File: src/rtl/writeback_arbiter_if.sv
`default_nettype none
// ============================================================================
// Module      : writeback_arbiter_if
// Description : Bundle of execute/memory-side inputs and register-file-side
//               outputs of the writeback arbiter.
//               slave  : the arbiter (receives i_*, drives o_*)
//               master : the surrounding pipeline / testbench
// Ports       :
//   i_alu_valid/i_alu_rd/i_alu_data   ALU result, never back-pressured
//   i_ld_issue/i_ld_issue_rd          load issued to memory
//   i_ld_valid/i_ld_rd/i_ld_data      load return, accepted when o_ld_ready
//   o_ld_ready                        load FIFO has space
//   o_wr_en/o_wr_addr/o_wr_data       registered register-file write port
//   o_pending                         per-register load-in-flight bits
//   o_ld_count                        load FIFO occupancy
//   o_err                             sticky protocol-violation flag
// Revision    : 1.0 - initial release
// ============================================================================
interface writeback_arbiter_if #(
  parameter int DEPTH = 4,
  parameter int AW    = 5,
  parameter int DW    = 32
);
  localparam int CW   = $clog2(DEPTH) + 1;
  localparam int NREG = 1 << AW;

  logic            i_alu_valid;
  logic [AW-1:0]   i_alu_rd;
  logic [DW-1:0]   i_alu_data;
  logic            i_ld_issue;
  logic [AW-1:0]   i_ld_issue_rd;
  logic            i_ld_valid;
  logic            o_ld_ready;
  logic [AW-1:0]   i_ld_rd;
  logic [DW-1:0]   i_ld_data;
  logic            o_wr_en;
  logic [AW-1:0]   o_wr_addr;
  logic [DW-1:0]   o_wr_data;
  logic [NREG-1:0] o_pending;
  logic [CW-1:0]   o_ld_count;
  logic            o_err;

  modport slave (
    input  i_alu_valid, i_alu_rd, i_alu_data,
    input  i_ld_issue, i_ld_issue_rd,
    input  i_ld_valid, i_ld_rd, i_ld_data,
    output o_ld_ready,
    output o_wr_en, o_wr_addr, o_wr_data,
    output o_pending, o_ld_count, o_err
  );

  modport master (
    output i_alu_valid, i_alu_rd, i_alu_data,
    output i_ld_issue, i_ld_issue_rd,
    output i_ld_valid, i_ld_rd, i_ld_data,
    input  o_ld_ready,
    input  o_wr_en, o_wr_addr, o_wr_data,
    input  o_pending, o_ld_count, o_err
  );
endinterface : writeback_arbiter_if
`default_nettype wire

File: src/rtl/writeback_arbiter.sv
`default_nettype none
// ============================================================================
// Module      : writeback_arbiter
// Description : Merges single-cycle ALU results and buffered load returns onto
//               the single register-file write port. ALU results always win;
//               the load FIFO drains only in cycles without an ALU result.
//               Keeps a per-register pending scoreboard of in-flight loads and
//               a sticky error flag for protocol violations.
// Ports       :
//   clk    in  clock, all state on posedge
//   rst_n  in  asynchronous active-low reset
//   bus    writeback_arbiter_if.slave (see interface header)
// Revision    : 1.0 - initial release
// ============================================================================
module writeback_arbiter #(
  parameter int DEPTH = 4,
  parameter int AW    = 5,
  parameter int DW    = 32
) (
  input  wire logic             clk,
  input  wire logic             rst_n,
  writeback_arbiter_if.slave    bus
);
  localparam int PW   = $clog2(DEPTH);
  localparam int CW   = PW + 1;
  localparam int NREG = 1 << AW;

  // FIFO storage and bookkeeping
  logic [AW-1:0]   r_fifo_rd   [DEPTH];
  logic [DW-1:0]   r_fifo_data [DEPTH];
  logic [PW-1:0]   r_wptr;
  logic [PW-1:0]   r_rptr;
  logic [CW-1:0]   r_count;

  // Write port, scoreboard, error
  logic            r_wr_en;
  logic [AW-1:0]   r_wr_addr;
  logic [DW-1:0]   r_wr_data;
  logic [NREG-1:0] r_pending;
  logic            r_err;

  logic            w_ld_ready;
  logic            w_push;
  logic            w_pop;
  logic [AW-1:0]   w_head_rd;
  logic [DW-1:0]   w_head_data;
  logic [NREG-1:0] w_pending_nxt;
  logic            w_err_evt;

  // Ready depends on the registered count only, so a pop in the same cycle
  // never frees a slot early.
  assign w_ld_ready  = (r_count < CW'(DEPTH));
  assign w_push      = bus.i_ld_valid & w_ld_ready;
  assign w_pop       = ~bus.i_alu_valid & (r_count != '0);
  assign w_head_rd   = r_fifo_rd[r_rptr];
  assign w_head_data = r_fifo_data[r_rptr];

  // Scoreboard next state: clear on drain first, then set on issue so that a
  // simultaneous set and clear of the same bit leaves it set. Bit 0 is tied low.
  always_comb begin
    w_pending_nxt = r_pending;
    if (w_pop && (w_head_rd != '0)) begin
      w_pending_nxt[w_head_rd] = 1'b0;
    end
    if (bus.i_ld_issue && (bus.i_ld_issue_rd != '0)) begin
      w_pending_nxt[bus.i_ld_issue_rd] = 1'b1;
    end
    w_pending_nxt[0] = 1'b0;
  end

  // Violations are judged against the scoreboard as it stood before this edge.
  always_comb begin
    w_err_evt = 1'b0;
    if (bus.i_ld_issue && r_pending[bus.i_ld_issue_rd]) begin
      w_err_evt = 1'b1;
    end
    if (bus.i_alu_valid && (bus.i_alu_rd != '0) && r_pending[bus.i_alu_rd]) begin
      w_err_evt = 1'b1;
    end
    if (bus.i_ld_valid && (bus.i_ld_rd != '0) && !r_pending[bus.i_ld_rd]) begin
      w_err_evt = 1'b1;
    end
  end

  // FIFO payload needs no reset: only entries below r_count are ever read.
  always_ff @(posedge clk) begin
    if (w_push) begin
      r_fifo_rd[r_wptr]   <= bus.i_ld_rd;
      r_fifo_data[r_wptr] <= bus.i_ld_data;
    end
  end

  // Pointers wrap naturally because DEPTH is a power of two.
  always_ff @(posedge clk or negedge rst_n) begin
    if (!rst_n) begin
      r_wptr  <= '0;
      r_rptr  <= '0;
      r_count <= '0;
    end else begin
      if (w_push) begin
        r_wptr <= r_wptr + PW'(1);
      end
      if (w_pop) begin
        r_rptr <= r_rptr + PW'(1);
      end
      case ({w_push, w_pop})
        2'b10:   r_count <= r_count + CW'(1);
        2'b01:   r_count <= r_count - CW'(1);
        default: r_count <= r_count;
      endcase
    end
  end

  // Write selection: ALU, else FIFO head, else idle. Destination 0 consumes
  // the slot without raising the enable.
  always_ff @(posedge clk or negedge rst_n) begin
    if (!rst_n) begin
      r_wr_en   <= 1'b0;
      r_wr_addr <= '0;
      r_wr_data <= '0;
    end else if (bus.i_alu_valid) begin
      r_wr_en   <= (bus.i_alu_rd != '0);
      r_wr_addr <= bus.i_alu_rd;
      r_wr_data <= bus.i_alu_data;
    end else if (w_pop) begin
      r_wr_en   <= (w_head_rd != '0);
      r_wr_addr <= w_head_rd;
      r_wr_data <= w_head_data;
    end else begin
      r_wr_en   <= 1'b0;
    end
  end

  always_ff @(posedge clk or negedge rst_n) begin
    if (!rst_n) begin
      r_pending <= '0;
      r_err     <= 1'b0;
    end else begin
      r_pending <= w_pending_nxt;
      if (w_err_evt) begin
        r_err <= 1'b1;
      end
    end
  end

  assign bus.o_ld_ready = w_ld_ready;
  assign bus.o_wr_en    = r_wr_en;
  assign bus.o_wr_addr  = r_wr_addr;
  assign bus.o_wr_data  = r_wr_data;
  assign bus.o_pending  = r_pending;
  assign bus.o_ld_count = r_count;
  assign bus.o_err      = r_err;

endmodule : writeback_arbiter
`default_nettype wire

File: src/flat_wrapper.sv
// flat-port wrapper written by rule: the top's interface ports become plain ports
module writeback_arbiter_flat 
#(
  parameter int DEPTH = 4,
  parameter int AW    = 5,
  parameter int DW    = 32
)
  (clk, rst_n, bus_i_alu_valid, bus_i_alu_rd, bus_i_alu_data, bus_i_ld_issue, bus_i_ld_issue_rd, bus_i_ld_valid, bus_i_ld_rd, bus_i_ld_data, bus_o_ld_ready, bus_o_wr_en, bus_o_wr_addr, bus_o_wr_data, bus_o_pending, bus_o_ld_count, bus_o_err);
  writeback_arbiter_if #(.DEPTH(DEPTH), .AW(AW), .DW(DW)) bus_i ();
  input  wire logic clk;
  input  wire logic rst_n;
  input wire logic [$bits(bus_i.i_alu_valid)-1:0] bus_i_alu_valid;
  input wire logic [$bits(bus_i.i_alu_rd)-1:0] bus_i_alu_rd;
  input wire logic [$bits(bus_i.i_alu_data)-1:0] bus_i_alu_data;
  input wire logic [$bits(bus_i.i_ld_issue)-1:0] bus_i_ld_issue;
  input wire logic [$bits(bus_i.i_ld_issue_rd)-1:0] bus_i_ld_issue_rd;
  input wire logic [$bits(bus_i.i_ld_valid)-1:0] bus_i_ld_valid;
  input wire logic [$bits(bus_i.i_ld_rd)-1:0] bus_i_ld_rd;
  input wire logic [$bits(bus_i.i_ld_data)-1:0] bus_i_ld_data;
  output wire logic [$bits(bus_i.o_ld_ready)-1:0] bus_o_ld_ready;
  output wire logic [$bits(bus_i.o_wr_en)-1:0] bus_o_wr_en;
  output wire logic [$bits(bus_i.o_wr_addr)-1:0] bus_o_wr_addr;
  output wire logic [$bits(bus_i.o_wr_data)-1:0] bus_o_wr_data;
  output wire logic [$bits(bus_i.o_pending)-1:0] bus_o_pending;
  output wire logic [$bits(bus_i.o_ld_count)-1:0] bus_o_ld_count;
  output wire logic [$bits(bus_i.o_err)-1:0] bus_o_err;
  assign bus_i.i_alu_valid = bus_i_alu_valid;
  assign bus_i.i_alu_rd = bus_i_alu_rd;
  assign bus_i.i_alu_data = bus_i_alu_data;
  assign bus_i.i_ld_issue = bus_i_ld_issue;
  assign bus_i.i_ld_issue_rd = bus_i_ld_issue_rd;
  assign bus_i.i_ld_valid = bus_i_ld_valid;
  assign bus_i.i_ld_rd = bus_i_ld_rd;
  assign bus_i.i_ld_data = bus_i_ld_data;
  assign bus_o_ld_ready = bus_i.o_ld_ready;
  assign bus_o_wr_en = bus_i.o_wr_en;
  assign bus_o_wr_addr = bus_i.o_wr_addr;
  assign bus_o_wr_data = bus_i.o_wr_data;
  assign bus_o_pending = bus_i.o_pending;
  assign bus_o_ld_count = bus_i.o_ld_count;
  assign bus_o_err = bus_i.o_err;
  writeback_arbiter #(.DEPTH(DEPTH), .AW(AW), .DW(DW)) u_core (.clk(clk), .rst_n(rst_n), .bus(bus_i));
endmodule
File: config.mk
export PLATFORM = sky130hd
export DESIGN_NAME = writeback_arbiter_flat
export DESIGN_NICKNAME = d
export VERILOG_FILES = /design/src/rtl/writeback_arbiter_if.sv /design/src/rtl/writeback_arbiter.sv /design/src/flat_wrapper.sv
export SDC_FILE = /design/constraint.sdc
export NUM_CORES = 1
export LEC_CHECK = 0
export ABC_CLOCK_PERIOD_IN_PS = 4100
export CAP_MARGIN = 20
export CORE_UTILIZATION = 30
export CTS_CLUSTER_DIAMETER = 150
export DETAILED_ROUTE_END_ITERATION = 16
export GPL_ROUTABILITY_DRIVEN = 0
export MAX_ROUTING_LAYER = met4
export RECOVER_POWER = 100
export SETUP_SLACK_MARGIN = 0.1
export SLEW_MARGIN = 20
export SYNTH_ARGS = -nofsm -noshare
export SYNTH_HDL_FRONTEND = slang
export SYNTH_SLANG_ARGS = --single-unit
export TNS_END_PERCENT = 100
File: constraint.sdc
create_clock -name clk -period 4.1 [get_ports clk]
set_input_delay 1.025 -clock clk [delete_from_list [all_inputs] [get_ports clk]]
set_output_delay 1.025 -clock clk [all_outputs]
set_load 0.01 [all_outputs]
* Word level (Yosys, flattened, before mapping)
Memory sizes are Yosys's and may differ from the RTL's.
Cells that the tools add are included.
** Operators by class
- Add/subtract/negate cells :: 4
- Shift-type cells :: 0
- Multipliers :: 0
- Multiplexer cells :: 24
- Bitwise operators :: 6
- Equality and inequality tests :: 2
- Order comparisons :: 7
- Divide/modulo/power cells :: 0
- Reductions and logical operators :: 17
** Operator list (number)
- $mux W32 :: 4
- $and A32 B32 Y32 :: 1
- $not A32 Y32 :: 1
- $or A32 B32 Y32 :: 1
- $lt A5 B6 Y1 const B :: 4
- $reduce_bool A5 Y1 :: 4
- $bmux W1 S5 :: 3
- $mux W1 :: 12
- $demux W1 S5 :: 2
- $ge A5 B1 Y1 const B :: 2
- $mux W5 :: 2
- $logic_and A1 B1 Y1 :: 9
- $pmux W3 S2 :: 1
- $add A2 B1 Y2 const B :: 2
- $reduce_bool A2 Y1 :: 2
- $add A3 B1 Y3 const B :: 1
- $lt A3 B3 Y1 const B :: 1
- $reduce_bool A3 Y1 :: 1
- $sub A3 B1 Y3 const B :: 1
- $and A1 B1 Y1 :: 2
- $eq A2 B1 Y1 const B :: 1
- $eq A2 B2 Y1 const B :: 1
- $logic_not A1 Y1 :: 1
- $not A1 Y1 :: 1
** Storage, ports and cells
- Memory bits (read-only) :: 0
- Output and inout bits :: 75
- Logic and storage cells :: 70
- Memory bits (writable) :: 148
- Memories :: 2
- Register bits :: 77
- Input bits :: 84
- Latch bits :: 0
** Memory list
- u_core.r_fifo_data :: words 4, width 32, rd ports 1, clocked after Yosys merged registers in 0, wr ports 1, line writeback_arbiter.sv:30 : logic [DW-1:0] r_fifo_data [DEPTH];
- u_core.r_fifo_rd :: words 4, width 5, rd ports 1, clocked after Yosys merged registers in 0, wr ports 1, line writeback_arbiter.sv:29 : logic [AW-1:0] r_fifo_rd [DEPTH];

* Longest topological paths before layout
An unclocked memory read counts as a cell.
- Depth in word-level cells :: 10
- Mapped depth :: 9
- Depth with buffers taken out :: 8

* Worst setup path after synthesis
No wires, ideal clock.
- Path kind :: input port to flip-flop
- From :: input port bus_i_alu_valid
- To :: register u_core.r_count[2], in the netlist u_core.bus.o_ld_count[2]
- Arrival :: 2.787 ns
- Setup time :: 0.080 ns
- Cell stages on the path :: 9
- Data required time :: 4.020 ns
- Buffers on the path :: 2
- Path slack :: 1.233 ns
- Cells stage by stage :: clkbuf_1 a31oi_4 clkbuf_1 ha_1 inv_1 fa_1 xor2_1 nor2_1 xnor2_1
** On the way
- Cells in the longest elaborated chain, start to end :: 4
- Elaborated cells between the ends (all ways) :: 6
- Classes of those cells :: eq/ne: 2; mux: 1; bitwise: 2; reduce/logical: 1
** Ends and longest elaborated chain
- from (decl) :: line flat_wrapper.sv:12 : input wire logic [$bits(bus_i.i_alu_valid)-1:0] bus_i_alu_valid;
- $not A1 Y1 * :: line writeback_arbiter.sv:54 : assign w_pop = ~bus.i_alu_valid & (r_count != '0);
- $and A1 B1 Y1 * :: line writeback_arbiter.sv:54
- via u_core.w_pop :: line writeback_arbiter.sv:44 : logic w_pop;
- $eq A2 B1 Y1 / $eq A2 B2 Y1 (equally long branches) :: line writeback_arbiter.sv:106 : case ({w_push, w_pop})
- $pmux W3 S2 / $reduce_bool A2 Y1 (equally long branches)
- to (signal assigned) :: line writeback_arbiter.sv:107 : 2'b10: r_count <= r_count + CW'(1);
- to (signal assigned) :: line writeback_arbiter.sv:108 : 2'b01: r_count <= r_count - CW'(1);
- to (signal assigned) :: line writeback_arbiter.sv:109 : default: r_count <= r_count;
- to (decl) :: line writeback_arbiter.sv:33 : logic [CW-1:0] r_count;
The timed path passes the listed nets; every way through them passes the cells marked *.
A chain may end at the register's enable or synchronous reset.

* Worst setup path in the final report
- From :: input port bus_i_alu_valid
- To :: register u_core.r_wr_data[1], in the netlist u_core.bus.o_wr_data[1]
** On the way
- Cells in the longest elaborated chain, start to end :: 3
- Elaborated cells between the ends (all ways) :: 4
- Classes of those cells :: mux: 1; bitwise: 2; reduce/logical: 1
** Ends and longest elaborated chain
- $not A1 Y1 :: line writeback_arbiter.sv:54
- $and A1 B1 Y1 :: line writeback_arbiter.sv:54
- $reduce_bool A2 Y1 (no source line)
- to (signal assigned) :: line writeback_arbiter.sv:124 : r_wr_data <= bus.i_alu_data;
- to (signal assigned) :: line writeback_arbiter.sv:128 : r_wr_data <= w_head_data;
- to (decl) :: line writeback_arbiter.sv:38 : logic [DW-1:0] r_wr_data;
Several ways; a longest one is shown, not always the timed one.

==> reports/results.txt <==
The run finished, with violations left. The checks that failed: max-capacitance violations, max-slew violations. Among all cell types in the netlist, the one instantiated most often is edfxtp_1. Counting instances in the post-synthesis netlist gives the leading cell types as 148 x edfxtp_1, 88 x o21ai_0, 77 x dfrtp_1. The fraction of registers with async set/reset was 34.22%. The count of buffers added on input and output ports is 157. After synthesis, flip-flops and latches occupy 66.11% of the total area.

After clock tree synthesis, the clock-pin slew on the worst setup and hold paths is 60 ps. Once layout is done, the placed cells without fillers occupy 12520 um2. The floorplan step set the die height to 181.2 um.

The total number of clock tree sinks was 225. Element type at the critical path start: an input pin. Detailed routing inserted a total of 5971 vias. Entering global routing, the biggest net connects 38 pins.

Yosys printed 0 warnings. The slowest cell on the critical path is clkbuf_1. The maximum vdd drop is 0.3200 mV.

159 I/O pins were placed. The final routed DRC violation total is 0. In this run the standard cell core region covers 31560 um2. The first detailed-routing pass ran for 5 iterations. The detailed placement HPWL is 16.05 mm. The category of cells accounting for the largest share of critical-path delay was buffers and inverters.

The layout has 2947 filler cells. Based on the critical path, the design can be clocked at up to 0.3085 GHz. The clock root buffer master was clkbuf_16.

On the final layout, the worst clock skew is 7.246 ps. Layout-stage area growth over the synthesis result: 29.90%. The synthesized netlist occupies a cell area of 9637 um2. After synthesis, the largest area contributor takes up 46.12% of total cell area.

The final core utilization was 39.67%; the placement-stage cell area was 11710 um2. In this run the deepest clock path goes through 3 buffers. Setup repair after global routing left no endpoint under its margin. Cells with a size suffix above 1 make up 15.02% of the layout. The type of the most critical hold path was reg -> reg. The most used flip-flop cell after synthesis is edfxtp_1. In this run the mean area of a mapped cell was 16.14 um2. Synthesis produced a netlist with a net count of 687. The count of maximum capacitance violations is 2.

The worst setup path is captured at a flop. The tools report the level count of the clock H-tree as 1. The total CTS buffers was 25; the worst-path maximum fanout was 36. Before CTS, the worst setup slack after placement is 650.6 ps. The run gives 30.54% as the initial standard-cell utilization of the core. The cell taking the most area after synthesis is edfxtp_1. After clock tree synthesis, the setup repair step added 0 buffers. The largest single stage delay on the critical path is 1200 ps. The die is 181.2 um wide. In the finished design, the share of the clock period the worst path needs comes to 79.06%.

The synthesized design contains 225 register bits. Final critical path time including I/O delays and setup: 3241 ps. After layout, the worst setup slack is 858.6 ps. The tools report the worst relative slew slack as -10.38%. Hold is met by 471.8 ps. After floorplanning, the core was divided into 65 placement rows. The worst setup path is of the in -> reg kind.

The count of flip-flops with a built-in enable after synthesis is 148, and the total die area is 32840 um2. Once the clock tree was built, the resizer swapped 0 gates to a different size. In the final routed layout, each cell accounts on average for 20.17 um. For the number of antenna violations at the first check in global routing, the log shows 7. Dividing total power by cell area gives a power density of 679.0 nW/um2.

The tools report the count of nets left with antenna violations after detail routing as 0. The via count of the first global-routing pass was 6101; the routed wire length was 23.96 mm. The logs give 0 for the final count of hold timing violations and 0 for the leftover overflow at the end of global routing. Ranked by total cell area, the synthesized netlist is headed by edfxtp_1 46%, dfrtp_1 20%, mux4_2 13%.

After technology mapping, the gate count stands at 597. The critical path goes through clkbuf_1 -> nor4_4 -> clkbuf_1 -> buf_4 -> o21ai_0. Setup violations remaining at the end of the flow were counted as 0. The critical path contains buffers and inverters numbering 3 combined. The tools report the total routing usage reported by global routing as 15.12%. Data on the critical path arrives at its endpoint at 3620 ps.

Using the TritonRoute via totals, the vias-per-cell ratio works out to 5.026. The number of library cell types mapped by synthesis is 49, and the worst endpoint required time is 4470 ps. At the later pin of the worst-skew pair, clock insertion delay measures 520 ps. For this block, the initial DRC count from the detailed router was 509.

The run gives 63 as the final max-slew violation count. Number of buffers inserted by hold repair at cts: 0. The cell repeated most along the worst path is clkbuf_1. The cell leakage power was 4.446 nW. For the pin with the worst max-slew slack, the measured transition is 1656 ps.

In the final timing run, aggregate negative setup slack is 0 ps. TritonCTS built the clock tree. For this run, the post-layout net count is 850. The first global-routing pass estimated 36.70 mm of wire.
[power by group]
part	switching [mW]	leakage (nW)	internal, mW
Clock	0.884	0.428	1.47
Sequential	0.472	2.26	3.02
Combinational	1.29	1.76	1.36
Total	2.65	4.45	5.85
[tightest hold or removal path, cell delays in order, from the launching register on]
cell     delay [ps]
dfrtp_1         340
nand2_1          40
o21ai_0          60
[worst paths after layout]
check,to,depth (start not counted),slack (ps),start
setup / recovery,u_core.bus.o_wr_data[1],5,860,bus_i_alu_valid
hold / removal,u_core.bus.o_wr_data[25],2,470,u_core.bus.o_wr_data[25]
setup reg to reg,u_core.bus.o_pending[8],6,1110,u_core.r_rptr[0]
hold reg to reg,u_core.bus.o_wr_data[25],2,470,u_core.bus.o_wr_data[25]
max in group asynchronous,u_core.bus.o_wr_data[4],2,1970,rst_n
min in group asynchronous,u_core.bus.o_pending[27],1,930,rst_n
[placed cells by master (no fill, tap or decap), types with 6 or more instances in the layout]
cell | Yosys | final
nor2b_1 | 10 | 10
o21ai_0 | 88 | 95
clkbuf_1 | 16 | 11
nand3_1 | 8 | 9
mux2i_1 | 40 | 40
clkbuf_16 | 0 | 26
dlygate4sd3_1 | 0 | 113
nor2_1 | 6 | 6
diode_2 | 0 | 7
nand2_1 | 45 | 45
edfxtp_1 | 148 | 148
mux4_2 | 56 | 56
clkdlybuf4s50_1 | 0 | 42
dfrtp_1 | 77 | 75
inv_1 | 13 | 13
[final cells by class]
class | count | area, um2 | area share (%)
Sequential cell | 225 | 6374 | 50.91
Timing Repair Buffer | 170 | 1664 | 13.29
Tap cell | 402 | 503.0 | 4.018
Antenna cell | 7 | 17.52 | 0.1399
Clock buffer | 36 | 718.2 | 5.737
Clock inverter | 10 | 157.7 | 1.259
Multi-Input combinational cell | 325 | 3035 | 24.25
Inverter | 13 | 48.80 | 0.3898
[metal layers]
metal	track usage (%)	vias up	wire (um)
li1	-	2668	-
met1	19.78	3005	10240
met2	23.60	261	11450
met3	3.487	37	1871
met4	4.068	0	389
met5	-	-	0
[per-stage QoR]
| stage | power, mW | instances |
|---|---|---|
| final | 8.500 | 1188 |
| after CTS | 8.827 | 1181 |
| after detailed placement | 6.431 | 1135 |
| after floorplan | 4.991 | 597 |
| after global routing | 8.985 | 1188 |
| after global placement | 6.394 | 1135 |
[cells by family (layout without fill, tap and decap cells)]
| kind of cell | count (synthesis) | after routing | synth area share (%) |
|---|---|---|---|
| muxes | 100 | 100 | 18.02 |
| buffers and inverters | 47 | 229 | 2.142 |
| and+or+nand+nor | 96 | 96 | 5.440 |
| other | 1 | 8 | 0.03891 |
| xor gates and xnor gates | 6 | 6 | 0.5453 |
| DFF | 225 | 225 | 66.11 |
| AOI/OAI and AO/OA | 116 | 116 | 6.842 |
| adders and majority gates | 6 | 6 | 0.8569 |
[state kept, by name, indices dropped and copies added (netlist names)]
signal,flops
u_core.bus.o_pending,31
u_core.r_fifo_rd,20
u_core.r_fifo_data,128
u_core.bus.o_wr_data,32
u_core.bus.o_wr_addr,5
u_core.bus.o_ld_count,3
u_core.r_wptr,2
u_core.bus.o_err,1
u_core.bus.o_wr_en,1
u_core.r_rptr,2
Note: power is estimated with default switching activity, not from simulation.
